$ cat src/rtl/sram_bist_pkg.sv
// Shared types and March C- element tables for the two-port SRAM BIST sequencer.
// Tables are indexed by march_elem_e (bit/entry i describes element Mi).
package sram_bist_pkg;

    typedef enum logic [2:0] {
        M0 = 3'd0,
        M1 = 3'd1,
        M2 = 3'd2,
        M3 = 3'd3,
        M4 = 3'd4,
        M5 = 3'd5
    } march_elem_e;

    typedef enum logic {
        OP_R = 1'b0,
        OP_W = 1'b1
    } op_e;

    typedef enum logic {
        PORT_A = 1'b0,
        PORT_B = 1'b1
    } port_e;

    // M0 up w0; M1 up r0,w1; M2 up r1,w0; M3 dn r0,w1; M4 dn r1,w0; M5 up r0
    localparam logic [5:0] ELEM_DIR      = 6'b011000;  // 1 = descending
    localparam logic [1:0] ELEM_NOPS [6] = '{2'd1, 2'd2, 2'd2, 2'd2, 2'd2, 2'd1};
    localparam logic [5:0] ELEM_RVAL     = 6'b010100;
    localparam logic [5:0] ELEM_WVAL     = 6'b001010;
    localparam op_e        ELEM_OP0  [6] = '{OP_W, OP_R, OP_R, OP_R, OP_R, OP_R};

endpackage

$ cat src/rtl/sram_bist_addr_gen.sv
// Up/down address counter for the March sequencer: loads 0 or N-1, steps in the
// current element direction and flags the terminal address of that direction.
module sram_bist_addr_gen #(
    parameter int ADDR_W = 9
) (
    input  logic              clk,
    input  logic              rst,
    input  logic              load,
    input  logic              load_dn,
    input  logic              step,
    input  logic              dn,
    output logic [ADDR_W-1:0] addr,
    output logic              tc
);

    always_ff @(posedge clk) begin
        if (rst) begin
            addr <= '0;
        end else if (load) begin
            addr <= load_dn ? '1 : '0;
        end else if (step) begin
            addr <= dn ? addr - ADDR_W'(1) : addr + ADDR_W'(1);
        end
    end

    assign tc = dn ? (addr == '0) : (addr == '1);

endmodule

$ cat src/rtl/sram_2p_march_bist_ctrl.sv
// March C- BIST sequencer for a two-port bm_bist SRAM macro: runs port A, then
// port B, back to back, and captures the first miscompare.
module sram_2p_march_bist_ctrl
    import sram_bist_pkg::*;
#(
    parameter int                ADDR_W = 9,
    parameter int                DATA_W = 8,
    parameter logic [DATA_W-1:0] BG     = '0
) (
    input  logic              CLK,
    input  logic              RST,
    input  logic              START,
    output logic              BUSY,
    output logic              DONE,
    output logic              FAIL,
    output logic              FAIL_PORT,
    output logic [2:0]        FAIL_ELEM,
    output logic [ADDR_W-1:0] FAIL_ADDR,
    output logic [DATA_W-1:0] FAIL_SYN,
    output logic              A_BIST_EN,
    output logic              A_BIST_MEN,
    output logic              A_BIST_WEN,
    output logic              A_BIST_REN,
    output logic [ADDR_W-1:0] A_BIST_ADDR,
    output logic [DATA_W-1:0] A_BIST_DIN,
    output logic [DATA_W-1:0] A_BIST_BM,
    input  logic [DATA_W-1:0] A_DOUT,
    output logic              B_BIST_EN,
    output logic              B_BIST_MEN,
    output logic              B_BIST_WEN,
    output logic              B_BIST_REN,
    output logic [ADDR_W-1:0] B_BIST_ADDR,
    output logic [DATA_W-1:0] B_BIST_DIN,
    output logic [DATA_W-1:0] B_BIST_BM,
    input  logic [DATA_W-1:0] B_DOUT
);

    localparam logic [1:0] ST_IDLE  = 2'd0;
    localparam logic [1:0] ST_RUN   = 2'd1;
    localparam logic [1:0] ST_DRAIN = 2'd2;

    typedef struct packed {
        logic              en;
        logic              men;
        logic              wen;
        logic              ren;
        logic [ADDR_W-1:0] addr;
        logic [DATA_W-1:0] din;
        logic [DATA_W-1:0] bm;
    } port_ctl_t;

    typedef struct packed {
        logic              valid;
        logic [DATA_W-1:0] exp;
        port_e             port;
        march_elem_e       elem;
        logic [ADDR_W-1:0] addr;
    } cmp_t;

    logic [1:0]        state_q;
    port_e             port_q;
    march_elem_e       elem_q;
    logic              phase_q;
    logic              drain_q;
    port_ctl_t         a_q, b_q, a_d, b_d, op_ctl;
    cmp_t              cmp_s0, cmp_s1, cmp_d;

    logic              start_acc, two_op, rd_op, elem_last, run_last;
    march_elem_e       elem_nxt;
    logic [DATA_W-1:0] op_data, syn;
    logic              ag_load, ag_load_dn, ag_step, ag_dn, ag_tc;
    logic [ADDR_W-1:0] addr;

    sram_bist_addr_gen #(.ADDR_W(ADDR_W)) u_addr_gen (
        .clk     (CLK),
        .rst     (RST),
        .load    (ag_load),
        .load_dn (ag_load_dn),
        .step    (ag_step),
        .dn      (ag_dn),
        .addr    (addr),
        .tc      (ag_tc)
    );

    // NOTE: every always_comb output gets a default first so no latch is inferred.
    always_comb begin
        start_acc  = (state_q == ST_IDLE) && START;
        two_op     = (ELEM_NOPS[elem_q] == 2'd2);
        rd_op      = !phase_q && (ELEM_OP0[elem_q] == OP_R);
        elem_last  = (!two_op || phase_q) && ag_tc;
        run_last   = elem_last && (elem_q == M5) && (port_q == PORT_B);
        elem_nxt   = (elem_q == M5) ? M0 : march_elem_e'(elem_q + 3'd1);
        op_data    = (rd_op ? ELEM_RVAL[elem_q] : ELEM_WVAL[elem_q]) ? ~BG : BG;
        ag_dn      = ELEM_DIR[elem_q];
        ag_load    = start_acc || ((state_q == ST_RUN) && elem_last && !run_last);
        ag_load_dn = start_acc ? ELEM_DIR[M0] : ELEM_DIR[elem_nxt];
        ag_step    = (state_q == ST_RUN) && (!two_op || phase_q) && !ag_tc;

        op_ctl      = '0;
        op_ctl.en   = 1'b1;
        op_ctl.men  = 1'b1;
        op_ctl.wen  = !rd_op;
        op_ctl.ren  = rd_op;
        op_ctl.addr = addr;
        op_ctl.din  = op_data;
        op_ctl.bm   = {DATA_W{!rd_op}};

        a_d = '0;
        b_d = '0;
        if (state_q == ST_RUN) begin
            if (port_q == PORT_A) a_d = op_ctl;
            else                  b_d = op_ctl;
        end else if (state_q == ST_DRAIN) begin
            b_d.en = !drain_q;
        end

        cmp_d       = '0;
        cmp_d.valid = (state_q == ST_RUN) && rd_op;
        cmp_d.exp   = op_data;
        cmp_d.port  = port_q;
        cmp_d.elem  = elem_q;
        cmp_d.addr  = addr;

        syn = ((cmp_s1.port == PORT_B) ? B_DOUT : A_DOUT) ^ cmp_s1.exp;
    end

    // NOTE: sequential state uses non-blocking assignments only.
    always_ff @(posedge CLK) begin
        if (RST) begin
            state_q <= ST_IDLE;
            port_q  <= PORT_A;
            elem_q  <= M0;
            phase_q <= 1'b0;
            drain_q <= 1'b0;
            BUSY    <= 1'b0;
            DONE    <= 1'b0;
        end else begin
            case (state_q)
                ST_IDLE: begin
                    if (START) begin
                        state_q <= ST_RUN;
                        BUSY    <= 1'b1;
                        DONE    <= 1'b0;
                        port_q  <= PORT_A;
                        elem_q  <= M0;
                        phase_q <= 1'b0;
                    end
                end
                ST_RUN: begin
                    if (two_op && !phase_q) begin
                        phase_q <= 1'b1;
                    end else begin
                        phase_q <= 1'b0;
                        if (run_last) begin
                            state_q <= ST_DRAIN;
                            drain_q <= 1'b0;
                        end else if (elem_last) begin
                            elem_q <= elem_nxt;
                            if (elem_q == M5) port_q <= PORT_B;
                        end
                    end
                end
                ST_DRAIN: begin
                    drain_q <= 1'b1;
                    if (drain_q) begin
                        state_q <= ST_IDLE;
                        BUSY    <= 1'b0;
                        DONE    <= 1'b1;
                    end
                end
                default: state_q <= ST_IDLE;
            endcase
        end
    end

    always_ff @(posedge CLK) begin
        if (RST) begin
            a_q <= '0;
            b_q <= '0;
        end else begin
            a_q <= a_d;
            b_q <= b_d;
        end
    end

    // Read issued at edge k+1 is sampled by the macro at k+2 and checked here at k+3.
    always_ff @(posedge CLK) begin
        if (RST) begin
            cmp_s0    <= '0;
            cmp_s1    <= '0;
            FAIL      <= 1'b0;
            FAIL_PORT <= 1'b0;
            FAIL_ELEM <= '0;
            FAIL_ADDR <= '0;
            FAIL_SYN  <= '0;
        end else begin
            cmp_s0 <= cmp_d;
            cmp_s1 <= cmp_s0;
            if (start_acc) begin
                FAIL      <= 1'b0;
                FAIL_PORT <= 1'b0;
                FAIL_ELEM <= '0;
                FAIL_ADDR <= '0;
                FAIL_SYN  <= '0;
            end else if (cmp_s1.valid && (syn != '0)) begin
                FAIL <= 1'b1;
                if (!FAIL) begin
                    FAIL_PORT <= cmp_s1.port;
                    FAIL_ELEM <= cmp_s1.elem;
                    FAIL_ADDR <= cmp_s1.addr;
                    FAIL_SYN  <= syn;
                end
            end
        end
    end

    assign A_BIST_EN   = a_q.en;
    assign A_BIST_MEN  = a_q.men;
    assign A_BIST_WEN  = a_q.wen;
    assign A_BIST_REN  = a_q.ren;
    assign A_BIST_ADDR = a_q.addr;
    assign A_BIST_DIN  = a_q.din;
    assign A_BIST_BM   = a_q.bm;
    assign B_BIST_EN   = b_q.en;
    assign B_BIST_MEN  = b_q.men;
    assign B_BIST_WEN  = b_q.wen;
    assign B_BIST_REN  = b_q.ren;
    assign B_BIST_ADDR = b_q.addr;
    assign B_BIST_DIN  = b_q.din;
    assign B_BIST_BM   = b_q.bm;

endmodule

$ cat config.mk
export PLATFORM = sky130hd
export DESIGN_NAME = sram_2p_march_bist_ctrl
export DESIGN_NICKNAME = d
export VERILOG_FILES = /design/src/rtl/sram_bist_pkg.sv /design/src/rtl/sram_bist_addr_gen.sv /design/src/rtl/sram_2p_march_bist_ctrl.sv
export SDC_FILE = /design/constraint.sdc
export NUM_CORES = 1
export LEC_CHECK = 0
export CAP_MARGIN = 20
export CELL_PAD_IN_SITES_DETAIL_PLACEMENT = 2
export CELL_PAD_IN_SITES_GLOBAL_PLACEMENT = 2
export CORE_UTILIZATION = 33
export DETAILED_ROUTE_END_ITERATION = 8
export HOLD_SLACK_MARGIN = 0.08
export PLACE_DENSITY = 0.81
export SLEW_MARGIN = 10
export SYNTH_ARGS = -nofsm -noshare
export SYNTH_HDL_FRONTEND = slang
export SYNTH_HIERARCHICAL = 1
export SYNTH_SLANG_ARGS = --single-unit
$ cat constraint.sdc
create_clock -name CLK -period 5.7 [get_ports CLK]
set_clock_uncertainty 0.2 [all_clocks]
set_input_delay 1.425 -clock CLK [delete_from_list [all_inputs] [get_ports CLK]]
set_output_delay 1.425 -clock CLK [all_outputs]
set_load 0.05 [all_outputs]
==> out/metrics.cfg <==
[run_status]
status=finished, final reports clean

[logic_synthesis]
synth_cells=465
synth_mux_area_share_pct=3.53
synthFlopType=dfxtp_1
synth_top_area_share_pct=44.3
synth_edf_count=0
async_reset_ff_share_pct=0
synth_top_area_cell=dfxtp_1
syn_nets=492
synth_xor_area_share_pct=2.52
synthSimpleGateAreaFrac_pct=18.2
mappedNetlistArea_mm2=0.00457
yosysWarningCount=6
synth_compound_area_share_pct=19.9
ys_types=61
synth_top_family_by_area=compound AO/OA/AOI/OAI gates
synth_fa_ha_area_share_pct=2.36
synth.avg_cell_area_um2=9.82
synth_seq_cells=101
ys_top_cells_by_area=dfxtp_1 (44%), nor2b_1 (5.3%), buf_4 (5.3%)
yosysSeqAreaShare_pct=44.3

[clock_network]
cts_resized=0
numCtsBuffers=9
hold_buffers=0
tritoncts=yes
cts_root_buf=clkbuf_16
cts.path.max_buffers=2
cts.reportedPaths.clkPinSlew_ps=70
cts_max_level=3
cts_sinks=101
clock_latency_ps=350
post_cts_buffers=0

[worst_setup_path]
worst_setup_path_startpoint=RST
cp-end-kind=register
r2r_setup_slack_ps=2430
ff2ff_path_depth=9
r2r-end=u_addr_gen/addr[6]
cp.required_ps=5780
critPathKind=input port to register
rr_startpoint=u_addr_gen/addr[0]
critPathMaxFanout=37
crit_path_start_kind=input port
cp.arrival_ps=3710

[final_layout]
nNetsFinal=548
postLayoutCoreUtil_pct=43.0
final_common_cell=dfxtp_1
mostFrequentLayoutCells=dfxtp_1 (101), clkdlybuf4s50_1 (100), nor2b_1 (38)
fillers=1406
drive_gt1_share_pct=11.0
num_antenna_cells=0
areaGrowthSynthToFinish_pct=25.7

[die]
core.rowCount=42
initial_utilization_pct=34.2
dieArea_mm2=0.0143
ioPinCount=101
die_h_um=120
fp.dieW_um=120
core_area_mm2=0.0133

[drt]
finalWirelength_mm=12.8
dr.pass1.iters=4
num_vias=3606
drt-vias-per-instance=5.14
drt_iter0_drc=195
postRouteAntennaNets=0
routedWlPerCell_um=18.3
drc_errors=0

[global_routing]
grt_max_degree=38
grt_pass1_vias=3939
grt.total_usage_pct=18.8
antenna_found_initial=0
grt_pass1_wl_mm=21.2
grt-ovfl-total=0

[placed_design]
io_buffers=100
hpwl_mm=8.76
gp_routability_congestion=0.803

[timing]
fmax_mhz=275
max_slew_margin_pct=32.8
timing.setup.tns_ps=0
rsz0062_at_grt=no
fin_crit_ps=3630
drv_slew=0
finalSetupViolations=0
tightest_slew_ps=1000
fin_crit_sh_pct=63.7
hold_viol=0

[worst_hold_path]
min_from=cmp_s0[3]
min_to=cmp_s1[3]
holdPathStages=1
hp-class=register to register

[power_and_ir_drop]
peakVddDrop_mv=0.151
p_leak_nw=2.01
p_per_area_mw_per_mm2=251

[run]
max_cap_viol_count=0

-- cell families after synthesis --
family / count (synthesis)
xor+xnor: 11
buf+inv: 67
fa+ha+maj: 8
mux: 16
compound gates: 121
flops: 101
simple gates: 141
-- per-stage QoR --
| step | hold WS [ps] | power (W) | instances | setup WS (ps) | instance area (um2) |
|---|---|---|---|---|---|
| 2_1_floorplan | 214 | 0.000818 | 465 | 2730 | 4570 |
| 3_3_place_gp | 222 | 0.000858 | 684 | 1850 | 5430 |
| 3_5_place_dp | 226 | 0.000864 | 684 | 1740 | 5430 |
| 4_1_cts | 250 | 0.00146 | 699 | 2050 | 5710 |
| 5_1_grt | 274 | 0.00150 | 701 | 1930 | 5740 |
| 6_report | 244 | 0.00144 | 701 | 2070 | 5740 |
-- worst max-delay path, stage by stage --
cell and delay (ps):
clkdlybuf4s50_1 660, buf_4 420, nor2b_1 140, and4b_1 220, mux2_2 270, a32oi_1 350, mux2i_1 230
-- metal layers --
layer,part of all wire (%),global-route usage (%),vias to the layer above
met2,54,35.1,56
met5,0,0,-
met1,42,21.3,1793
li1,-,-,1741
met3,2.7,3.99,16
met4,1.2,5.00,0
-- how the worst max path moves through the flow --
| stage | to | slack (ps) | depth (start not counted) |
|---|---|---|---|
| 2_1_floorplan | FAIL_ADDR[5] | 2730 | 6 |
| 3_3_place_gp | ag_dn | 1850 | 7 |
| 3_5_place_dp | ag_dn | 1740 | 7 |
| 4_1_cts | ag_dn | 2050 | 7 |
| 5_1_grt | ag_dn | 1930 | 7 |
| 6_report | ag_dn | 2070 | 7 |
-- state kept, by name, summed over array words and instances (netlist names), 2 cells and up, named ones only --
signal           flops
A_BIST_ADDR          9
elem_q               3
FAIL_ADDR            9
B_BIST_ADDR          9
state_q              2
cmp_s1              15
u_addr_gen/addr      9
FAIL_ELEM            3
FAIL_SYN             8
cmp_s0              15
-- area by class of cell --
type | count | area [um2] | share of cell area, %
Clock buffer | 9 | 225 | 3.92
Clock inverter | 6 | 57.6 | 1.00
Inverter | 7 | 26.3 | 0.458
Multi-Input combinational cell | 297 | 2140 | 37.3
Sequential cell | 101 | 2020 | 35.2
Tap cell | 176 | 220 | 3.84
Timing Repair Buffer | 105 | 1050 | 18.3
-- cells in the mapped netlist (all sizes together) (5+ instances only) --
cell,instances
nand2b,6
dfxtp,101
clkbuf,12
o211ai,24
buf,48
nor2,21
and2,12
xnor2,10
a21oi,39
nand4,5
o21ai,9
mux2i,15
ha,7
nor3,9
and3,11
inv,7
or4,5
o31ai,22
nor2b,40
nand2,9
-- power breakdown --
| group | leakage [nW] | internal, W | switching [W] |
|---|---|---|---|
| Clock | 0.140 | 0.000304 | 0.000291 |
| Sequential | 0.817 | 0.000716 | 0.0000146 |
| Combinational | 1.05 | 0.0000461 | 0.0000714 |
Power figures use the tool's default switching activity.
